--- src/rtl/uart_rx_ctrl_if.sv ---
// Bus bundle between uart_rx_ctrl, the UartRx core and the downstream byte consumer.
// master = the controller; slave = the core/consumer side.
interface uart_rx_ctrl_if #(
  parameter int unsigned DEPTH     = 8,
  parameter int unsigned CNT_WIDTH = 8
);
  localparam int unsigned LW = $clog2(DEPTH) + 1;

  logic [7:0]           RxData;
  logic                 RxReady;
  logic                 RxError;
  logic                 RxEnable;
  logic                 RxCoreReset;
  logic [7:0]           OutData;
  logic                 OutValid;
  logic                 OutReady;
  logic [LW-1:0]        Level;
  logic                 Overflow;
  logic                 ClearFlags;
  logic [CNT_WIDTH-1:0] ErrorCount;
  logic [CNT_WIDTH-1:0] DropCount;

  modport master (
    input  RxData, RxReady, RxError, OutReady, ClearFlags,
    output RxEnable, RxCoreReset, OutData, OutValid, Level, Overflow, ErrorCount, DropCount
  );

  modport slave (
    output RxData, RxReady, RxError, OutReady, ClearFlags,
    input  RxEnable, RxCoreReset, OutData, OutValid, Level, Overflow, ErrorCount, DropCount
  );
endinterface

--- src/rtl/uart_rx_ctrl.sv ---
// Sequencer for UartRx: acks bytes, buffers them in a FWFT FIFO, recovers the core by pulsing
// its reset. Define UART_RX_CTRL_STATS_EN to implement the ErrorCount/DropCount counters.
module uart_rx_ctrl #(
  parameter int unsigned DEPTH          = 8,
  parameter int unsigned RECOVER_CYCLES = 16,
  parameter int unsigned CNT_WIDTH      = 8
) (
  input logic            Clk,
  input logic            Reset,
  uart_rx_ctrl_if.master bus
);
  localparam int unsigned AW = $clog2(DEPTH);
  localparam int unsigned LW = AW + 1;
  localparam int unsigned RW = $clog2(RECOVER_CYCLES);

  typedef enum logic [1:0] {S_INIT, S_IDLE, S_ACK, S_RECOVER} ctrlState_e;

  ctrlState_e    state;
  logic [RW-1:0] recoverCnt;
  logic          rxEnable;
  logic          rxCoreReset;

  logic [7:0]    mem [DEPTH];
  logic [AW-1:0] wrPtr;
  logic [AW-1:0] rdPtr;
  logic [LW-1:0] level;
  logic          outValid;
  logic          overflow;

  logic enterRecover;
  logic pushReq;
  logic full;
  logic pop;
  logic push;
  logic drop;

  // Error outranks RxReady; a push only happens on the IDLE cycle that first sees RxReady.
  assign enterRecover = ((state == S_IDLE) || (state == S_ACK)) && bus.RxError;
  assign pushReq      = (state == S_IDLE) && !bus.RxError && bus.RxReady;
  assign full         = (level == LW'(DEPTH));
  assign pop          = outValid && bus.OutReady;
  assign push         = pushReq && (!full || pop);
  assign drop         = pushReq && full && !pop;

  // Control FSM; S_INIT and S_RECOVER share the timed core-reset pulse.
  always_ff @(posedge Clk or negedge Reset) begin
    if (!Reset) begin
      state       <= S_INIT;
      recoverCnt  <= '0;
      rxEnable    <= 1'b0;
      rxCoreReset <= 1'b0;
    end else if (enterRecover) begin
      state       <= S_RECOVER;
      recoverCnt  <= '0;
      rxEnable    <= 1'b0;
      rxCoreReset <= 1'b0;
    end else begin
      case (state)
        S_INIT, S_RECOVER: begin
          if (recoverCnt == RW'(RECOVER_CYCLES - 1)) begin
            recoverCnt  <= '0;
            rxCoreReset <= 1'b1;
            state       <= S_IDLE;
          end else begin
            recoverCnt <= recoverCnt + RW'(1);
          end
        end
        S_IDLE: begin
          if (bus.RxReady) begin
            rxEnable <= 1'b1;
            state    <= S_ACK;
          end
        end
        S_ACK: begin
          if (!bus.RxReady) begin
            rxEnable <= 1'b0;
            state    <= S_IDLE;
          end
        end
        default: state <= S_INIT;
      endcase
    end
  end

  always_ff @(posedge Clk) begin
    if (push) mem[wrPtr] <= bus.RxData;
  end

  // Pointers wrap naturally because DEPTH is a power of two.
  always_ff @(posedge Clk or negedge Reset) begin
    if (!Reset) begin
      wrPtr    <= '0;
      rdPtr    <= '0;
      level    <= '0;
      outValid <= 1'b0;
      overflow <= 1'b0;
    end else begin
      if (push) wrPtr <= wrPtr + AW'(1);
      if (pop)  rdPtr <= rdPtr + AW'(1);
      if (push && !pop) begin
        level    <= level + LW'(1);
        outValid <= 1'b1;
      end else if (pop && !push) begin
        level    <= level - LW'(1);
        outValid <= (level != LW'(1));
      end
      if (bus.ClearFlags) overflow <= 1'b0;
      else if (drop)      overflow <= 1'b1;
    end
  end

`ifdef UART_RX_CTRL_STATS_EN
  logic [CNT_WIDTH-1:0] errorCount;
  logic [CNT_WIDTH-1:0] dropCount;

  always_ff @(posedge Clk or negedge Reset) begin
    if (!Reset) begin
      errorCount <= '0;
      dropCount  <= '0;
    end else if (bus.ClearFlags) begin
      errorCount <= '0;
      dropCount  <= '0;
    end else begin
      if (enterRecover && (errorCount != '1)) errorCount <= errorCount + CNT_WIDTH'(1);
      if (drop && (dropCount != '1))          dropCount  <= dropCount + CNT_WIDTH'(1);
    end
  end

  assign bus.ErrorCount = errorCount;
  assign bus.DropCount  = dropCount;
`else
  assign bus.ErrorCount = '0;
  assign bus.DropCount  = '0;
`endif

  assign bus.RxEnable    = rxEnable;
  assign bus.RxCoreReset = rxCoreReset;
  assign bus.OutData     = mem[rdPtr];
  assign bus.OutValid    = outValid;
  assign bus.Level       = level;
  assign bus.Overflow    = overflow;
endmodule

--- src/flat_wrapper.sv ---
// flat-port wrapper written by rule: the top's interface ports become plain ports
module uart_rx_ctrl_flat 
#(
  parameter int unsigned DEPTH          = 8,
  parameter int unsigned RECOVER_CYCLES = 16,
  parameter int unsigned CNT_WIDTH      = 8
)
  (Clk, Reset, bus_RxData, bus_RxReady, bus_RxError, bus_OutReady, bus_ClearFlags, bus_RxEnable, bus_RxCoreReset, bus_OutData, bus_OutValid, bus_Level, bus_Overflow, bus_ErrorCount, bus_DropCount);
  uart_rx_ctrl_if #(.DEPTH(DEPTH), .CNT_WIDTH(CNT_WIDTH)) bus_i ();
  input logic Clk;
  input logic Reset;
  input wire logic [$bits(bus_i.RxData)-1:0] bus_RxData;
  input wire logic [$bits(bus_i.RxReady)-1:0] bus_RxReady;
  input wire logic [$bits(bus_i.RxError)-1:0] bus_RxError;
  input wire logic [$bits(bus_i.OutReady)-1:0] bus_OutReady;
  input wire logic [$bits(bus_i.ClearFlags)-1:0] bus_ClearFlags;
  output wire logic [$bits(bus_i.RxEnable)-1:0] bus_RxEnable;
  output wire logic [$bits(bus_i.RxCoreReset)-1:0] bus_RxCoreReset;
  output wire logic [$bits(bus_i.OutData)-1:0] bus_OutData;
  output wire logic [$bits(bus_i.OutValid)-1:0] bus_OutValid;
  output wire logic [$bits(bus_i.Level)-1:0] bus_Level;
  output wire logic [$bits(bus_i.Overflow)-1:0] bus_Overflow;
  output wire logic [$bits(bus_i.ErrorCount)-1:0] bus_ErrorCount;
  output wire logic [$bits(bus_i.DropCount)-1:0] bus_DropCount;
  assign bus_i.RxData = bus_RxData;
  assign bus_i.RxReady = bus_RxReady;
  assign bus_i.RxError = bus_RxError;
  assign bus_i.OutReady = bus_OutReady;
  assign bus_i.ClearFlags = bus_ClearFlags;
  assign bus_RxEnable = bus_i.RxEnable;
  assign bus_RxCoreReset = bus_i.RxCoreReset;
  assign bus_OutData = bus_i.OutData;
  assign bus_OutValid = bus_i.OutValid;
  assign bus_Level = bus_i.Level;
  assign bus_Overflow = bus_i.Overflow;
  assign bus_ErrorCount = bus_i.ErrorCount;
  assign bus_DropCount = bus_i.DropCount;
  uart_rx_ctrl #(.DEPTH(DEPTH), .RECOVER_CYCLES(RECOVER_CYCLES), .CNT_WIDTH(CNT_WIDTH)) u_core (.Clk(Clk), .Reset(Reset), .bus(bus_i));
endmodule
--- config.mk ---
export PLATFORM = sky130hd
export DESIGN_NAME = uart_rx_ctrl_flat
export DESIGN_NICKNAME = d
export VERILOG_FILES = /design/src/rtl/uart_rx_ctrl_if.sv /design/src/rtl/uart_rx_ctrl.sv /design/src/flat_wrapper.sv
export SDC_FILE = /design/constraint.sdc
export NUM_CORES = 1
export LEC_CHECK = 0
export ABC_AREA = 0
export CORE_MARGIN = 8
export CORE_UTILIZATION = 38
export DETAILED_ROUTE_END_ITERATION = 8
export PLACE_DENSITY = 0.68
export SLEW_MARGIN = 20
export SYNTH_ARGS = -nofsm -noshare
export SYNTH_HDL_FRONTEND = slang
export SYNTH_SLANG_ARGS = --single-unit
--- constraint.sdc ---
create_clock -name Clk -period 3.8 [get_ports Clk]
set_input_delay 0.57 -clock Clk [delete_from_list [all_inputs] [get_ports Clk]]
set_output_delay 0.57 -clock Clk [all_outputs]
set_load 0.05 [all_outputs]
### Word-level counts from Yosys, hierarchy flattened

Memory sizes are Yosys's and may differ from the RTL's.
Index checks and enable logic that the tools add are counted.

* register bits after elaboration: 20
* latch bits: 0
* RAM bits: 64
* memory bits (read-only): 0
* output and inout bits: 32
* logic and storage cells: 72
* memories: 1

* add/sub/neg operators: 5
* $mul: 0
* divide/modulo/power cells: 0
* order comparisons: 0
* eq/ne operators: 9
* shift operators: 0
* mux-type cells: 23
* bitwise operators: 0
* reduce and logical (&&, ||, !) cells: 25

Memories
* u_core.mem: words 8, bits a word 8, rd ports 1, clocked after memory_dff 0, wr ports 1, RTL line uart_rx_ctrl.sv:23 `logic [7:0] mem [DEPTH];`

Operators with widths (count)
* $mux 4: 5
* $mux 1: 12
* $logic_and 1x1->1: 9
* $add 4x1->4 const B: 2
* $eq 4x4->1 const B: 2
* $mux 2: 4
* $reduce_bool 2->1: 4
* $add 3x1->3 const B: 2
* $ne 3x2->1 const B: 2
* $pmux 2 s3: 1
* $reduce_and 3->1: 2
* $eq 2x2->1 const B: 2
* $logic_not 1->1: 4
* $ne 4x1->1 const B: 1
* $sub 4x1->4 const B: 1
* $ne 3x1->1 const B: 1
* $reduce_bool 3->1: 1
* $eq 2x1->1 const B: 1
* $logic_not 2->1: 1
* $logic_or 1x1->1: 2
* $pmux 1 s2: 1
* $reduce_and 2->1: 1
* $reduce_or 2->1: 1

### Longest topological paths before layout

* word-level depth: 8
* mapped depth: 9

### Least setup slack after synthesis

Ideal clock, no wire load.

* path kind: register -> register
* from: register u_core.level[1] (netlist: u_core.bus.Level[1])
* to: register u_core.outValid (netlist: u_core.bus.OutValid)
* library setup time: 125 ps
* arrival: 2460 ps
* required time: 3675 ps
* slack: 1215 ps
* cell stages (with the launch flop): 9
* clock period less this slack: 2585 ps
* cell sequence: dfrtp_1 -> inv_1 -> ha_1 -> nand3b_1 -> o21ai_2 -> inv_1 -> ha_1 -> or4b_2 -> mux2_2

* word-level cells in the longest chain between the ends: 7
* elaborated cells on any way between the ends: 11
* classes of those cells: eq/ne (2); mux (2); reduce/logical (7)

RTL lines
* start, declared: RTL line uart_rx_ctrl.sv:26 `logic [LW-1:0] level;`
* start signal, assigned: RTL line uart_rx_ctrl.sv:101 `level <= level + LW'(1);`
* start signal, assigned: RTL line uart_rx_ctrl.sv:104 `level <= level - LW'(1);`
* $eq 4x4->1 (*): RTL line uart_rx_ctrl.sv:40 `assign full = (level == LW'(DEPTH));`
* $logic_not 1->1 (*): RTL line uart_rx_ctrl.sv:42 `assign push = pushReq && (!full || pop);`
* $logic_or 1x1->1 (*): RTL line uart_rx_ctrl.sv:42
* $logic_and 1x1->1 (*): RTL line uart_rx_ctrl.sv:42
* named net u_core.push: RTL line uart_rx_ctrl.sv:34 `logic push;`
* $logic_not 1->1: RTL line uart_rx_ctrl.sv:103 `end else if (pop && !push) begin`
* $logic_and 1x1->1: RTL line uart_rx_ctrl.sv:103
* $reduce_bool 2->1 (no line)
* end signal, assigned: RTL line uart_rx_ctrl.sv:105 `outValid <= (level != LW'(1));`
* end, declared: RTL line uart_rx_ctrl.sv:27 `logic outValid;`

The timed path passes the listed nets; every way through them passes the cells marked *. The select of a mux whose other input is x is not followed.
A chain may end at the register's enable or synchronous reset.

### Final worst setup path

* from: register u_core.rdPtr[1]
* to: output port bus_OutData[7]

* word-level cells in the longest chain between the ends: 1

RTL lines
* start, declared: RTL line uart_rx_ctrl.sv:25 `logic [AW-1:0] rdPtr;`
* start signal, assigned: RTL line uart_rx_ctrl.sv:99 `if (pop) rdPtr <= rdPtr + AW'(1);`
* $mem_v2 8x8
* end, declared: RTL line flat_wrapper.sv:19 `output wire logic [$bits(bus_i.OutData)-1:0] bus_OutData;`

Every way passes these cells.

==> metrics.md <==
| Metric | Value |
|---|---|
| Worst Max-Slew Pin Slew | roughly 0.92 ns |
| Syn Inst Count | 223 |
| GRT Util Overall | 0.105 |
| First-pass DRT Iterations | 4 |
| Die H | 115 um |
| Nets@finish | 290 |
| Clk sink count | 84 |
| Longest Clk Path Bufs | 2 |
| Area grow syn2layout | 16.7% |
| CTS H-tree depth | 3 |
| First-pass GRT wire length | 10300 um |
| Antenna violations before repair | 0 |
| Die ar. | between 10000 and 15000 um2 |
| Fin cells | 403 |
| DP Wirelength | 4350 um |
| Max cap viols | 0 |
| Routing usage on met3 | 0.0394 |
| Hold-fix buffers, CTS | 0 |
| Clk_lat worst skew | 0.35 ns |
| Reg2reg start | u_core.bus.Level[0] |
| Number of synthesized flops with an enable pin | 64 |
| Core ar. | 9680 um2 |
| Ports | 46 |
| Initial Util | 0.387 |
| Drt total wl | 6520 um |
| Vias in the first global route | about 2000 |
| CP startpoint kind | register |
| Worst min path class | reg -> reg |
| Post-DRT Antenna Nets | 0 |
| CTS tree | built |
| Setup Crit Path Kind | reg -> out |
| Synth warnings | 0 |
| Worst-path fanout max | 18 |
| Rel. slew slack | 0.384 |
| Grt ovf | 0 |
| Worst Hold Launch | u_core.recoverCnt[3] |
| Layer with the highest usage | met2 |
| Cell variety after synth | 40 |
| Via count | 1961 |
| Setup Viol. Count Final | 0 |
| Worst Hold Slack | between 0.5 and 0.6 ns |
| Syn_area_per_cell | approximately 17 um2 |
| Async SR Flop Fraction | 0.238 |
| Overall Power | 3.27 mW |
| Placed Instances | 387 |
| Post CTS Setup Buffer Count | 0 |
| Req. time, crit path | 3.23 ns |
| Root Driver | clkbuf_8 |
| Port bufs | 29 |
| Leakage | between 1.5 and 2 nW |
| FF+latch count, synth | 84 |
| Status | complete, no violations |
| Synthesized cell area | 3740 um2 |
| Final GP Congestion | 0.825 |
| Die Wd | between 100 and 150 um |
| Power per cell area | 747 nW/um2 |
| Reg clk slew, reported paths | 0.09 ns |
| Final period util | 0.825 |
| Peak VDD IR | 0.000319 V |
| FP Rows | 36 |
| Drt wl/cell | approximately 16 um |
| Pin count of the biggest net entering global routing | 21 |
| Max Clk Rate | 0.319 GHz |
| GR Util met1 | 0.120 |
| 1st-iter DRT viols | 88 |
| Num CTS Buffers | 9 |
| Critical Path Start | u_core.rdPtr[1] |
| Ant. Diodes | 0 |
| Finished Core Util | 0.451 |
| Met2 Use GR | 0.175 |
| Crit. End Element | primary output |
| RSZ-0062 raised after global routing | no |
| Final Hold Viols | 0 |
| Final total negative setup slack | 0 ns |
| Clock Skews | roughly 0.014 ns |
| Sequential area share after synthesis | 0.647 |
| Top_reg_cell synth | edfxtp_1 |
| Final min period | 3.14 ns |
| Detailed-route DRC error count | 0 |
| Max Slew Vio Count | 0 |
| Vias per Instance | between 4 and 5 |
| Crit path arrival time | 2.57 ns |
| Share of cells above drive strength 1 | 0.144 |
| Cts repair resizes | 0 |
## state kept, by name (all words and copies together), names as in the netlist
register                count
u_core.bus.Level            4
u_core.bus.OutValid         1
u_core.bus.Overflow         1
u_core.bus.RxCoreReset      1
u_core.bus.RxEnable         1
u_core.mem                 64
u_core.rdPtr                3
u_core.recoverCnt           4
u_core.state                2
u_core.wrPtr                3
## stage by stage
step	cell area, um2	setup WS, ns
floorplan	3800	1.22
global placement	4160	1.01
detailed placement	4160	0.944
CTS	4370	0.612
global route	4370	0.532
finish	4370	0.664
## synthesized netlist by cell type (all sizes together), types with 2 or more instances
| cell type | n | share of area |
|---|---|---|
| a211oi | 4 | 0.0080 |
| a21oi | 4 | 0.0053 |
| a31oi | 2 | 0.0033 |
| and3 | 2 | 0.0033 |
| buf | 19 | 0.042 |
| clkbuf | 4 | 0.0040 |
| dfrtp | 20 | 0.13 |
| edfxtp | 64 | 0.51 |
| ha | 11 | 0.037 |
| inv | 10 | 0.010 |
| mux2 | 11 | 0.033 |
| mux2i | 2 | 0.0053 |
| mux4 | 16 | 0.11 |
| nand2 | 7 | 0.0070 |
| nand2b | 3 | 0.0050 |
| nand3 | 2 | 0.0027 |
| nand3b | 2 | 0.0040 |
| nand4 | 2 | 0.0033 |
| nor2 | 5 | 0.0050 |
| nor3 | 6 | 0.0080 |
| o211ai | 3 | 0.0060 |
| o21ai | 4 | 0.0063 |
| xnor2 | 5 | 0.012 |
| xor2 | 3 | 0.0070 |
## layer usage
metal | share of wire | vias to the layer above | routed length, um
met1 | 0.40 | 972 | 2640
met3 | 0.088 | 6 | 575
met2 | 0.49 | 65 | 3220
li1 | - | 918 | -
met5 | 0 | - | 0
met4 | 0.013 | 0 | 82
## power breakdown
group | total (mW) | switching [mW] | internal [mW]
sequential | 1.28 | 0.170 | 1.11
combinational | 1.34 | 0.766 | 0.570
clock | 0.651 | 0.336 | 0.315
## cell type report
class,count,area [um2]
clock buffers,9,124
clock inverters,7,85.1
fillers,843,5320
inverters,10,37.5
multi-input cells,121,1170
flip-flops and latches,84,2420
well taps,133,166
repair buffers,39,365
## worst max-delay path, stage by stage (launching register included)
cell             delay (ns)
dfrtp_1                0.80
mux4_1                 0.39
mux2_2                 0.30
clkdlybuf4s50_1        0.71
## worst paths after layout
kind	cells after the start	slack (ns)	to
max	3	0.66	bus_OutData[7]
min	1	0.53	u_core.recoverCnt[3]
max reg2reg	9	1.26	u_core.bus.Level[3]
min reg2reg	1	0.53	u_core.recoverCnt[3]
max in group asynchronous	1	2.51	u_core.rdPtr[2]
min in group asynchronous	1	0.72	u_core.state[0]
## placed cells by master, fill, tap and decap left out, types with 5 or more instances in the layout
| cell type | Yosys | routed |
|---|---|---|
| xnor2_1 | 5 | 5 |
| nand2_1 | 7 | 7 |
| mux2_2 | 11 | 11 |
| nor2_1 | 5 | 5 |
| buf_4 | 16 | 10 |
| clkbuf_8 | 0 | 9 |
| dfrtp_1 | 20 | 20 |
| inv_1 | 10 | 10 |
| nor3_1 | 6 | 6 |
| clkdlybuf4s50_1 | 0 | 29 |
| edfxtp_1 | 64 | 64 |
| mux4_1 | 16 | 16 |
| conb_1 | 1 | 16 |
| ha_1 | 11 | 11 |
## logic make-up after synthesis
group           count (synthesis)  share of synthesized area
other cells                     1                    0.00100
xor+xnor                        8                     0.0187
buf+inv                        33                     0.0558
compound gates                 22                     0.0394
simple gates                   35                     0.0505
mux                            29                      0.151
fa+ha+maj                      11                     0.0368
flops                          84                      0.647
(Power assumes the default switching activity.)
